$ cat src/rtl/mult_accum_unsigned_if.sv
// Operand-tracking and result handshake bundle between the multiplier feed, the accumulator and its consumer.
// slave is the accumulator side; master is the producer/consumer side that drives operands and accepts sums.
interface mult_accum_unsigned_if #(
    parameter int WIDTHP   = 40,
    parameter int WIDTHACC = 48,
    parameter int LENW     = 8
);
    logic                in_valid;
    logic                in_last;
    logic [WIDTHP-1:0]   RES;
    logic                out_valid;
    logic                out_ready;
    logic [WIDTHACC-1:0] acc_out;
    logic [LENW-1:0]     cnt_out;
    logic                out_sat;
    logic                drop;

    modport slave (
        input  in_valid, in_last, RES, out_ready,
        output out_valid, acc_out, cnt_out, out_sat, drop
    );

    modport master (
        output in_valid, in_last, RES, out_ready,
        input  out_valid, acc_out, cnt_out, out_sat, drop
    );
endinterface

$ cat src/rtl/mult_accum_unsigned.sv
// Dot-product accumulator behind a fixed-latency multiplier; MULT_ACCUM_SAT_EN selects saturating sums.
// Latency: result registered one edge after the last product appears on RES (LATENCY+1 from in_valid).
// Backpressure: never stalls upstream; a sum completing while the output is held is dropped and pulses drop.
module mult_accum_unsigned #(
    parameter int WIDTHP   = 40,
    parameter int WIDTHACC = 48,
    parameter int LATENCY  = 5,
    parameter int LENW     = 8
) (
    input  logic                  clk,
    input  logic                  rst_n,
    mult_accum_unsigned_if.slave  bus
);
    localparam logic [0:0] IDLE = 1'b0;
    localparam logic [0:0] RUN  = 1'b1;

`ifdef MULT_ACCUM_SAT_EN
    localparam int SUMW = WIDTHACC + 1;
`else
    localparam int SUMW = WIDTHACC;
`endif

    logic [LATENCY-1:0]  vld_sr;
    logic [LATENCY-1:0]  last_sr;
    logic                p_valid;
    logic                p_last;
    logic                done;

    logic [0:0]          state;
    logic [WIDTHACC-1:0] acc;
    logic [LENW-1:0]     cnt;

    logic [WIDTHACC-1:0] base;
    logic [SUMW-1:0]     sum;
    logic [WIDTHACC-1:0] acc_nxt;
    logic [LENW-1:0]     cnt_nxt;
    logic                sat_nxt;

    logic                out_valid_q;
    logic [WIDTHACC-1:0] acc_out_q;
    logic [LENW-1:0]     cnt_out_q;
    logic                out_sat_q;
    logic                drop_q;

    assign p_valid = vld_sr[LATENCY-1];
    assign p_last  = last_sr[LATENCY-1];
    assign done    = p_valid & p_last;

    always_ff @(posedge clk or negedge rst_n) begin
        if (!rst_n) begin
            vld_sr  <= '0;
            last_sr <= '0;
        end else begin
            vld_sr[0]  <= bus.in_valid;
            last_sr[0] <= bus.in_valid & bus.in_last;
            for (int i = 1; i < LATENCY; i++) begin
                vld_sr[i]  <= vld_sr[i-1];
                last_sr[i] <= last_sr[i-1];
            end
        end
    end

    // A vector always starts from zero, so IDLE adds RES to nothing.
    assign base = (state == RUN) ? acc : '0;
    assign sum  = SUMW'(base) + SUMW'(bus.RES);

`ifdef MULT_ACCUM_SAT_EN
    logic sat;

    assign sat_nxt = ((state == RUN) & sat) | sum[WIDTHACC];
    assign acc_nxt = sat_nxt ? '1 : sum[WIDTHACC-1:0];

    always_ff @(posedge clk or negedge rst_n) begin
        if (!rst_n) begin
            sat <= 1'b0;
        end else if (p_valid) begin
            sat <= p_last ? 1'b0 : sat_nxt;
        end
    end
`else
    assign sat_nxt = 1'b0;
    assign acc_nxt = sum;
`endif

    assign cnt_nxt = (state == IDLE) ? LENW'(1) :
                     (&cnt)          ? cnt : cnt + LENW'(1);

    always_ff @(posedge clk or negedge rst_n) begin
        if (!rst_n) begin
            state <= IDLE;
            acc   <= '0;
            cnt   <= '0;
        end else if (p_valid) begin
            if (p_last) begin
                state <= IDLE;
                acc   <= '0;
                cnt   <= '0;
            end else begin
                state <= RUN;
                acc   <= acc_nxt;
                cnt   <= cnt_nxt;
            end
        end
    end

    // Accepting the held sum frees the register in the same edge, so that case loads instead of dropping.
    always_ff @(posedge clk or negedge rst_n) begin
        if (!rst_n) begin
            out_valid_q <= 1'b0;
            acc_out_q   <= '0;
            cnt_out_q   <= '0;
            out_sat_q   <= 1'b0;
            drop_q      <= 1'b0;
        end else begin
            drop_q <= done & out_valid_q & ~bus.out_ready;
            if (done && (!out_valid_q || bus.out_ready)) begin
                out_valid_q <= 1'b1;
                acc_out_q   <= acc_nxt;
                cnt_out_q   <= cnt_nxt;
                out_sat_q   <= sat_nxt;
            end else if (out_valid_q && bus.out_ready) begin
                out_valid_q <= 1'b0;
            end
        end
    end

    assign bus.out_valid = out_valid_q;
    assign bus.acc_out   = acc_out_q;
    assign bus.cnt_out   = cnt_out_q;
    assign bus.out_sat   = out_sat_q;
    assign bus.drop      = drop_q;
endmodule

$ cat src/flat_wrapper.sv
// flat-port wrapper written by rule: the top's interface ports become plain ports
module mult_accum_unsigned_flat 
#(
    parameter int WIDTHP   = 40,
    parameter int WIDTHACC = 48,
    parameter int LATENCY  = 5,
    parameter int LENW     = 8
)
  (clk, rst_n, bus_in_valid, bus_in_last, bus_RES, bus_out_ready, bus_out_valid, bus_acc_out, bus_cnt_out, bus_out_sat, bus_drop);
  mult_accum_unsigned_if #(.WIDTHP(WIDTHP), .WIDTHACC(WIDTHACC), .LENW(LENW)) bus_i ();
  input  logic clk;
  input  logic rst_n;
  input wire logic [$bits(bus_i.in_valid)-1:0] bus_in_valid;
  input wire logic [$bits(bus_i.in_last)-1:0] bus_in_last;
  input wire logic [$bits(bus_i.RES)-1:0] bus_RES;
  input wire logic [$bits(bus_i.out_ready)-1:0] bus_out_ready;
  output wire logic [$bits(bus_i.out_valid)-1:0] bus_out_valid;
  output wire logic [$bits(bus_i.acc_out)-1:0] bus_acc_out;
  output wire logic [$bits(bus_i.cnt_out)-1:0] bus_cnt_out;
  output wire logic [$bits(bus_i.out_sat)-1:0] bus_out_sat;
  output wire logic [$bits(bus_i.drop)-1:0] bus_drop;
  assign bus_i.in_valid = bus_in_valid;
  assign bus_i.in_last = bus_in_last;
  assign bus_i.RES = bus_RES;
  assign bus_i.out_ready = bus_out_ready;
  assign bus_out_valid = bus_i.out_valid;
  assign bus_acc_out = bus_i.acc_out;
  assign bus_cnt_out = bus_i.cnt_out;
  assign bus_out_sat = bus_i.out_sat;
  assign bus_drop = bus_i.drop;
  mult_accum_unsigned #(.WIDTHP(WIDTHP), .WIDTHACC(WIDTHACC), .LATENCY(LATENCY), .LENW(LENW)) u_core (.clk(clk), .rst_n(rst_n), .bus(bus_i));
endmodule
$ cat config.mk
export PLATFORM = sky130hd
export DESIGN_NAME = mult_accum_unsigned_flat
export DESIGN_NICKNAME = d
export VERILOG_FILES = /design/src/rtl/mult_accum_unsigned_if.sv /design/src/rtl/mult_accum_unsigned.sv /design/src/flat_wrapper.sv
export SDC_FILE = /design/constraint.sdc
export NUM_CORES = 1
export LEC_CHECK = 0
export BUFFER_PORTS_ARGS = -buffer_cell sky130_fd_sc_hd__buf_2
export CAP_MARGIN = 20
export CORE_AREA = 2 2 114 116
export DETAILED_ROUTE_END_ITERATION = 8
export DIE_AREA = 0 0 116 118
export PLACE_DENSITY_LB_ADDON = 0.25
export SLEW_MARGIN = 25
export SYNTH_ARGS = -nofsm -noshare
export SYNTH_HDL_FRONTEND = slang
export SYNTH_SLANG_ARGS = --single-unit
$ cat constraint.sdc
create_clock -name clk -period 7.3 [get_ports clk]
set_input_delay 1.825 -clock clk [delete_from_list [all_inputs] [get_ports clk]]
set_output_delay 1.825 -clock clk [all_outputs]
set_load 0.02 [all_outputs]
**After elaboration in Yosys (flattened, before gate mapping)**

Index checks and enable logic that the tools add are counted.

- ROM bits: 0
- Output and inout port bits: 59
- RAM bits: 0
- Memories: 0
- Bits in registers: 125
- Logic and storage cells: 30
- Latch bits: 0

- Divide/modulo/power cells: 0
- Eq/ne operators: 0
- Multiply operators: 0
- Shifts and indexed selects: 0
- Add/sub/neg operators: 2
- Mux-type cells: 8
- Reductions and logical operators: 6
- $lt $le $gt $ge: 0
- Bitwise logic cells: 5

Operators with widths:

| kind | count |
|---|---|
| $mux 48 | 2 |
| $add 48x40->48 | 1 |
| $mux 8 | 3 |
| $add 8x1->8 const B | 1 |
| $reduce_and 8->1 | 1 |
| $and 1x1->1 | 4 |
| $mux 1 | 3 |
| $logic_and 1x1->1 | 2 |
| $reduce_bool 2->1 | 1 |
| $logic_not 1->1 | 1 |
| $logic_or 1x1->1 | 1 |
| $not 1->1 | 1 |

**Depth between registers and ports, before layout**

Gate-level depths: netlist of run 1.

- Depth in word-level cells: 4
- Gate-level depth with buffers: 15
- Gate-level depth less buffers: 13

**Worst setup path before layout of run 1**

No wires, ideal clock.

- Kind: in2reg
- Start point: input port bus_RES[18]
- End point: register u_core.acc_out_q[45] (netlist: u_core.bus.acc_out[45])
- Data required time: 7,167 ps
- Arrival: 3,928 ps
- Cell stages on the path: 9
- Slack: 3,239 ps
- Setup time: 133 ps
- Cells stage by stage: ha_1 > and4_1 > a221o_1 > a22o_1 > or2_1 > a211oi_4 > or4_1 > a21boi_1 > o211ai_2

- Longest elaborated chain between the ends: 1

RTL lines:

| item | RTL line | RTL |
|---|---|---|
| start: declaration | flat_wrapper.sv:15 | `input wire logic [$bits(bus_i.RES)-1:0] bus_RES;` |
| $add 48x40->48 | mult_accum_unsigned.sv:65 | `assign sum = SUMW'(base) + SUMW'(bus.RES);` |
| end signal: assignment | mult_accum_unsigned.sv:118 | `acc_out_q <= acc_nxt;` |
| end: declaration | mult_accum_unsigned.sv:40 | `logic [WIDTHACC-1:0] acc_out_q;` |

Every way passes these cells.
A chain may end at the register's enable or synchronous reset.

**Worst setup path in the final report of run 1**

- Start point: input port bus_RES[14]
- End point: register u_core.acc_out_q[33] (netlist: u_core.bus.acc_out[33])

The elaborated chain is that of the path after synthesis.

==> results of run 1 <==
[cell usage after synthesis (19+ instances only)]
library cell,number,area share [%]
a21oi_1,51,3.5
and2_1,42,3.6
clkbuf_1,32,1.6
dfrtp_1,125,43
ha_1,41,7.0
nand2_1,112,5.7
nand3_1,19,1.3
nor2_1,29,1.5
o21ai_0,74,5.1
o2bb2ai_1,32,3.8
xnor2_1,26,3.1
xor2_1,22,2.6
[power by group]
| part | leakage [nW] | total (mW) | switching [mW] | internal [mW] |
|---|---|---|---|---|
| Clock | 0.289 | 0.841 | 0.320 | 0.520 |
| Sequential | 1.58 | 1.08 | 0.145 | 0.935 |
| Combinational | 2.15 | 1.53 | 0.930 | 0.598 |
| Total | 4.02 | 3.45 | 1.40 | 2.05 |
[worst max path at each step]
stage	start	cells after the start	endpoint
finish	bus_RES[14]	11	u_core.bus.acc_out[33]
global route	bus_RES[0]	13	u_core.bus.acc_out[20]
CTS	bus_RES[18]	11	u_core.bus.acc_out[33]
detailed placement	bus_RES[18]	11	u_core.bus.acc_out[33]
global placement	bus_RES[18]	11	u_core.bus.acc_out[33]
floorplan	bus_RES[18]	9	u_core.bus.acc_out[45]
[state kept, by name, indices dropped and copies added (netlist names)]
| signal | cells |
|---|---|
| u_core.bus.out_valid | 1 |
| u_core.state | 1 |
| u_core.vld_sr | 5 |
| u_core.cnt | 8 |
| u_core.last_sr | 5 |
| u_core.acc | 48 |
| u_core.bus.cnt_out | 8 |
| u_core.bus.acc_out | 48 |
| u_core.bus.drop | 1 |
[cell type report]
cell class	instances	area (um2)
tap	172	215
clock inverter	13	139
timing repair buffer	108	562
sequential	125	3130
inverter	16	60.1
clock buffer	19	453
multi-input combinational	612	3970
fill	1013	3890
[stage by stage]
| stage | worst slack [ns] | area (um2) |
|---|---|---|
| final | 3.11 | 8530 |
| after global routing | 2.89 | 8530 |
| after CTS | 3.15 | 8520 |
| after detailed placement | 2.72 | 7930 |
| after global placement | 2.82 | 7930 |
| after floorplan | 3.24 | 7310 |
[worst max-delay path, stage by stage]
cell	delay [ns]
buf_2	0.10
ha_1	0.37
a21oi_1	0.21
o21ai_1	0.12
a221o_1	0.33
a22o_1	0.25
nor3b_1	0.51
o21a_1	0.29
o21ai_0	0.12
xnor2_1	0.21
o21ai_0	0.10
[routing by layer]
| metal | track usage [%] | vias up | wire [um] | part of all wire, % |
|---|---|---|---|---|
| met2 | 43.9 | 210 | 8750 | 48 |
| li1 | - | 3022 | - | - |
| met4 | 10.3 | 0 | 470 | 2.6 |
| met1 | 37.0 | 3023 | 8060 | 44 |
| met5 | 0 | - | 0 | 0 |
| met3 | 6.90 | 38 | 992 | 5.4 |
[cell families after synthesis]
| kind of cell | share of synthesized area [%] |
|---|---|
| other | 0.0513 |
| DFF | 42.8 |
| xor gates and xnor gates | 5.75 |
| buffers and inverters | 3.01 |
| adders and majority gates | 7.29 |
| muxes | 0.907 |
| AOI/OAI and AO/OA | 22.6 |
| and+or+nand+nor | 17.6 |
==> flow_summary.json, run 1 <==
{
  "synth_edf_count": 0,
  "setup_viol": 0,
  "htreeDepth": 4,
  "setup.worst_path.end_class": "flip-flop",
  "fp.dieH_um": 118,
  "whs_ns": 0.348,
  "cts.sink_count": 125,
  "post_cts_buffers": 0,
  "syn2layout_area_growth_pct": 16.6,
  "whs_endpoint": "u_core.last_sr[2]",
  "final_cell_mix": "dfrtp_1 (125), nand2_1 (112), buf_2 (101), o21ai_0 (74), a21oi_1 (51)",
  "grt_pass1_vias": 6048,
  "worstPathArrival_ns": 4.46,
  "rr_endpoint": "u_core.bus.acc_out[33]",
  "first_iter_violations": 452,
  "synth_area_mm2": 0.00731,
  "rsz0062_at_grt": "no",
  "synth_nets": 880,
  "required_ns": 7.57,
  "cts-root-buf": "clkbuf_16",
  "start_util_pct": 58.9,
  "ys_ff_latch": 125,
  "finalSetupTns_ns": 0,
  "r2r_cells": 12,
  "drt_wl_total_um": 18300,
  "maxCapViolCount": 0,
  "ys.flop_type": "dfrtp_1",
  "layout.cells.non_filler": 1065,
  "clockBufferDepth": 2,
  "layout_commonest_cell": "dfrtp_1",
  "rows": 41,
  "grt_start_max_net_pins": 79,
  "antenna_found_initial": 0,
  "cts_tree": "yes",
  "power.leakage_nw": 4.02,
  "fmax_ghz": 0.239,
  "portBuffers": 102,
  "final_core_util_pct": 68.7,
  "synth_seq_area_share_pct": 42.8,
  "critPathLaunchType": "input pin",
  "timing.final.crit_share_pct": 57.3,
  "wl_per_cell_um": 17.2,
  "min_path_type": "reg2reg",
  "ir_worst_vdd_v": 0.000274,
  "holdPathStages": 0,
  "power.density_mw_per_mm2": 405,
  "grt_overflow": 0,
  "synthCells": 793,
  "r2r_start": "u_core.state",
  "gp_congestion": 0.991,
  "die-area_mm2": 0.0137,
  "max_slew_margin_pct": 36.8,
  "yosysWarnings": 0,
  "period_needed_ns": 4.19,
  "drc": 0,
  "dp_hpwl_um": 12700,
  "viasPerCell": 5.91,
  "worstSetupPathType": "in2reg",
  "grt_pass1_wl_um": 29900,
  "ant_nets": 0,
  "maxSlewViolCount": 0,
  "insertedDiodeCount": 0,
  "clkLatencyLatePin_ns": 0.43,
  "post-place-cells": 1033,
  "gr-usage-all-layers_pct": 27.8,
  "hold_start": "u_core.last_sr[1]",
  "status": "complete, no violations",
  "synthArstFlopShare_pct": 100,
  "dr.pass1.iters": 7,
  "ctsResizeCount": 0,
  "fin_skew_ns": 0.00559,
  "cts_made_buffers": 17,
  "dieWidth_um": 116,
  "vias": 6293,
  "holdBufCountCts": 0,
  "rrSetupSlack_ns": 3.17,
  "nets": 967,
  "io_pins": 104,
  "power_mw": 3.45,
  "tightest_slew_ns": 0.947,
  "synth_cell_types": 66,
  "hold_violations": 0,
  "crit_fanout": 6,
  "core-area_mm2": 0.0124,
  "cts.clk_slew.worst_paths_ns": 0.06,
  "synth_area_per_cell_um2": 9.22,
  "drive_gt1_share_pct": 18.3
}
(Power assumes the default switching activity.)
==> inputs of run 2 (changes only) <==
- CORE_AREA: 2 2 114 116 -> 2 2 116 118
- DIE_AREA: 0 0 116 118 -> 0 0 118 120
- clock period: 7.3 -> 4.13 ns (I/O delays scaled with it)
==> run 2 against run 1 <==
- combinational power up 78%
- register-to-register slack lost 2.8 ns
- sequential share of layout area shrank 0.16 points
- critical path type is now reg2reg
- critical endpoint is now u_core.bus.acc_out[20]
- highest routed layer unchanged
==> flow_summary.json, run 2 (synthesis gave the netlist of run 1 again) <==
{
  "critPathLaunchType": "flip-flop",
  "whs_ns": 0.347,
  "min_path_type": "reg2reg",
  "core-area_mm2": 0.0130,
  "syn2layout_area_growth_pct": 17.1,
  "vias": 6333,
  "cts_tree": "yes",
  "grt_start_max_net_pins": 88,
  "finalSetupTns_ns": 0,
  "drc": 0,
  "fmax_ghz": 0.268,
  "required_ns": 4.44,
  "timing.final.crit_share_pct": 90.4,
  "final_cell_mix": "dfrtp_1 (125), nand2_1 (111), buf_2 (101), o21ai_0 (74), a21oi_1 (51)",
  "worstSetupPathType": "reg2reg",
  "maxCapViolCount": 0,
  "design_area_mm2": 0.00856,
  "maxSlewViolCount": 0,
  "cts.clk_slew.worst_paths_ns": 0.06,
  "insertedDiodeCount": 0,
  "hold_start": "u_core.vld_sr[0]",
  "max_slew_margin_pct": 35.5,
  "power.density_mw_per_mm2": 712,
  "wl_per_cell_um": 17.3,
  "rsz0062_at_grt": "no",
  "cts_made_buffers": 17,
  "grt_pass1_wl_um": 30800,
  "fp.dieH_um": 120,
  "startpoint": "u_core.state",
  "die-area_mm2": 0.0142,
  "ant_nets": 0,
  "status": "complete, no violations",
  "setup.worst_path.end_class": "flip-flop",
  "place_area_mm2": 0.00799,
  "drt_wl_total_um": 18600,
  "post_cts_buffers": 0,
  "cts.sink_count": 125,
  "rows": 42,
  "final_core_util_pct": 66.0,
  "grt_overflow": 0,
  "layout_commonest_cell": "dfrtp_1",
  "fin_skew_ns": 0.0104,
  "ctsResizeCount": 0,
  "cts-root-buf": "clkbuf_16",
  "grt_pass1_vias": 6290,
  "dr.pass1.iters": 5,
  "antenna_found_initial": 0,
  "worstPathArrival_ns": 4.04,
  "power.leakage_nw": 4.03,
  "viasPerCell": 5.90,
  "hold_violations": 0,
  "io_pins": 104,
  "clockBufferDepth": 2,
  "nets": 972,
  "dp_hpwl_um": 13100,
  "gp_congestion": 0.949,
  "portBuffers": 102,
  "dieWidth_um": 118,
  "holdBufCountCts": 0,
  "crit_fanout": 13,
  "power_mw": 6.09,
  "start_util_pct": 56.3,
  "tightest_slew_ns": 0.967,
  "period_needed_ns": 3.73,
  "drive_gt1_share_pct": 18.5,
  "setup_viol": 0,
  "first_iter_violations": 478,
  "gr-usage-all-layers_pct": 27.3,
  "htreeDepth": 4,
  "r2r_start": "u_core.state",
  "ir_worst_vdd_v": 0.000388,
  "clkLatencyLatePin_ns": 0.43
}
-- run 2: final cells by class --
| cell class | instances | area [um2] |
|---|---|---|
| tap | 176 | 220 |
| timing repair buffer | 113 | 608 |
| multi-input combinational | 612 | 3970 |
| fill | 1094 | 4420 |
| clock inverter | 10 | 115 |
| inverter | 16 | 60.1 |
| clock buffer | 21 | 460 |
| sequential | 125 | 3130 |
-- run 2: final timing paths --
| check | end | slack [ns] | cells past startpoint |
|---|---|---|---|
| worst max-delay path | u_core.bus.acc_out[20] | 0.40 | 14 |
| worst min-delay path | u_core.vld_sr[1] | 0.35 | 0 |
| worst max register to register | u_core.bus.acc_out[20] | 0.40 | 14 |
| worst min register to register | u_core.vld_sr[1] | 0.35 | 0 |
| max in group asynchronous | u_core.last_sr[3] | 2.64 | 2 |
| min in group asynchronous | u_core.bus.acc_out[5] | 0.68 | 1 |
-- run 2: metal layers --
layer	up-vias	part of all wire (%)	GRT usage, %
met2	179	49	46.5
met3	33	4.2	4.85
met1	3090	45	35.0
met5	-	0	0
li1	3031	-	-
met4	0	2.1	10.4
-- run 2: through the flow --
stage                     setup WS [ns]  std cells
after floorplan                   0.772        793
after global placement            0.400       1042
after detailed placement          0.298       1042
after CTS                         0.439       1073
after global routing             0.0814       1073
final                             0.397       1073
-- run 2: worst max-delay path, cell delays in order, from the launching register on --
cell       delay (ns)
dfrtp_1          0.66
buf_4            0.27
and2_1           0.15
ha_1             0.16
inv_1            0.06
fa_1             0.39
nor2b_1          0.17
o2111ai_1        0.15
a21oi_1          0.24
nor2_1           0.12
o21ai_0          0.34
a31oi_1          0.24
o21ai_0          0.27
xor2_1           0.13
mux2_2           0.27
-- run 2: where the power goes --
part | total, mW | switching [mW] | internal [mW]
logic | 2.72 | 1.65 | 1.07
clock network | 1.47 | 0.551 | 0.914
registers | 1.90 | 0.251 | 1.65
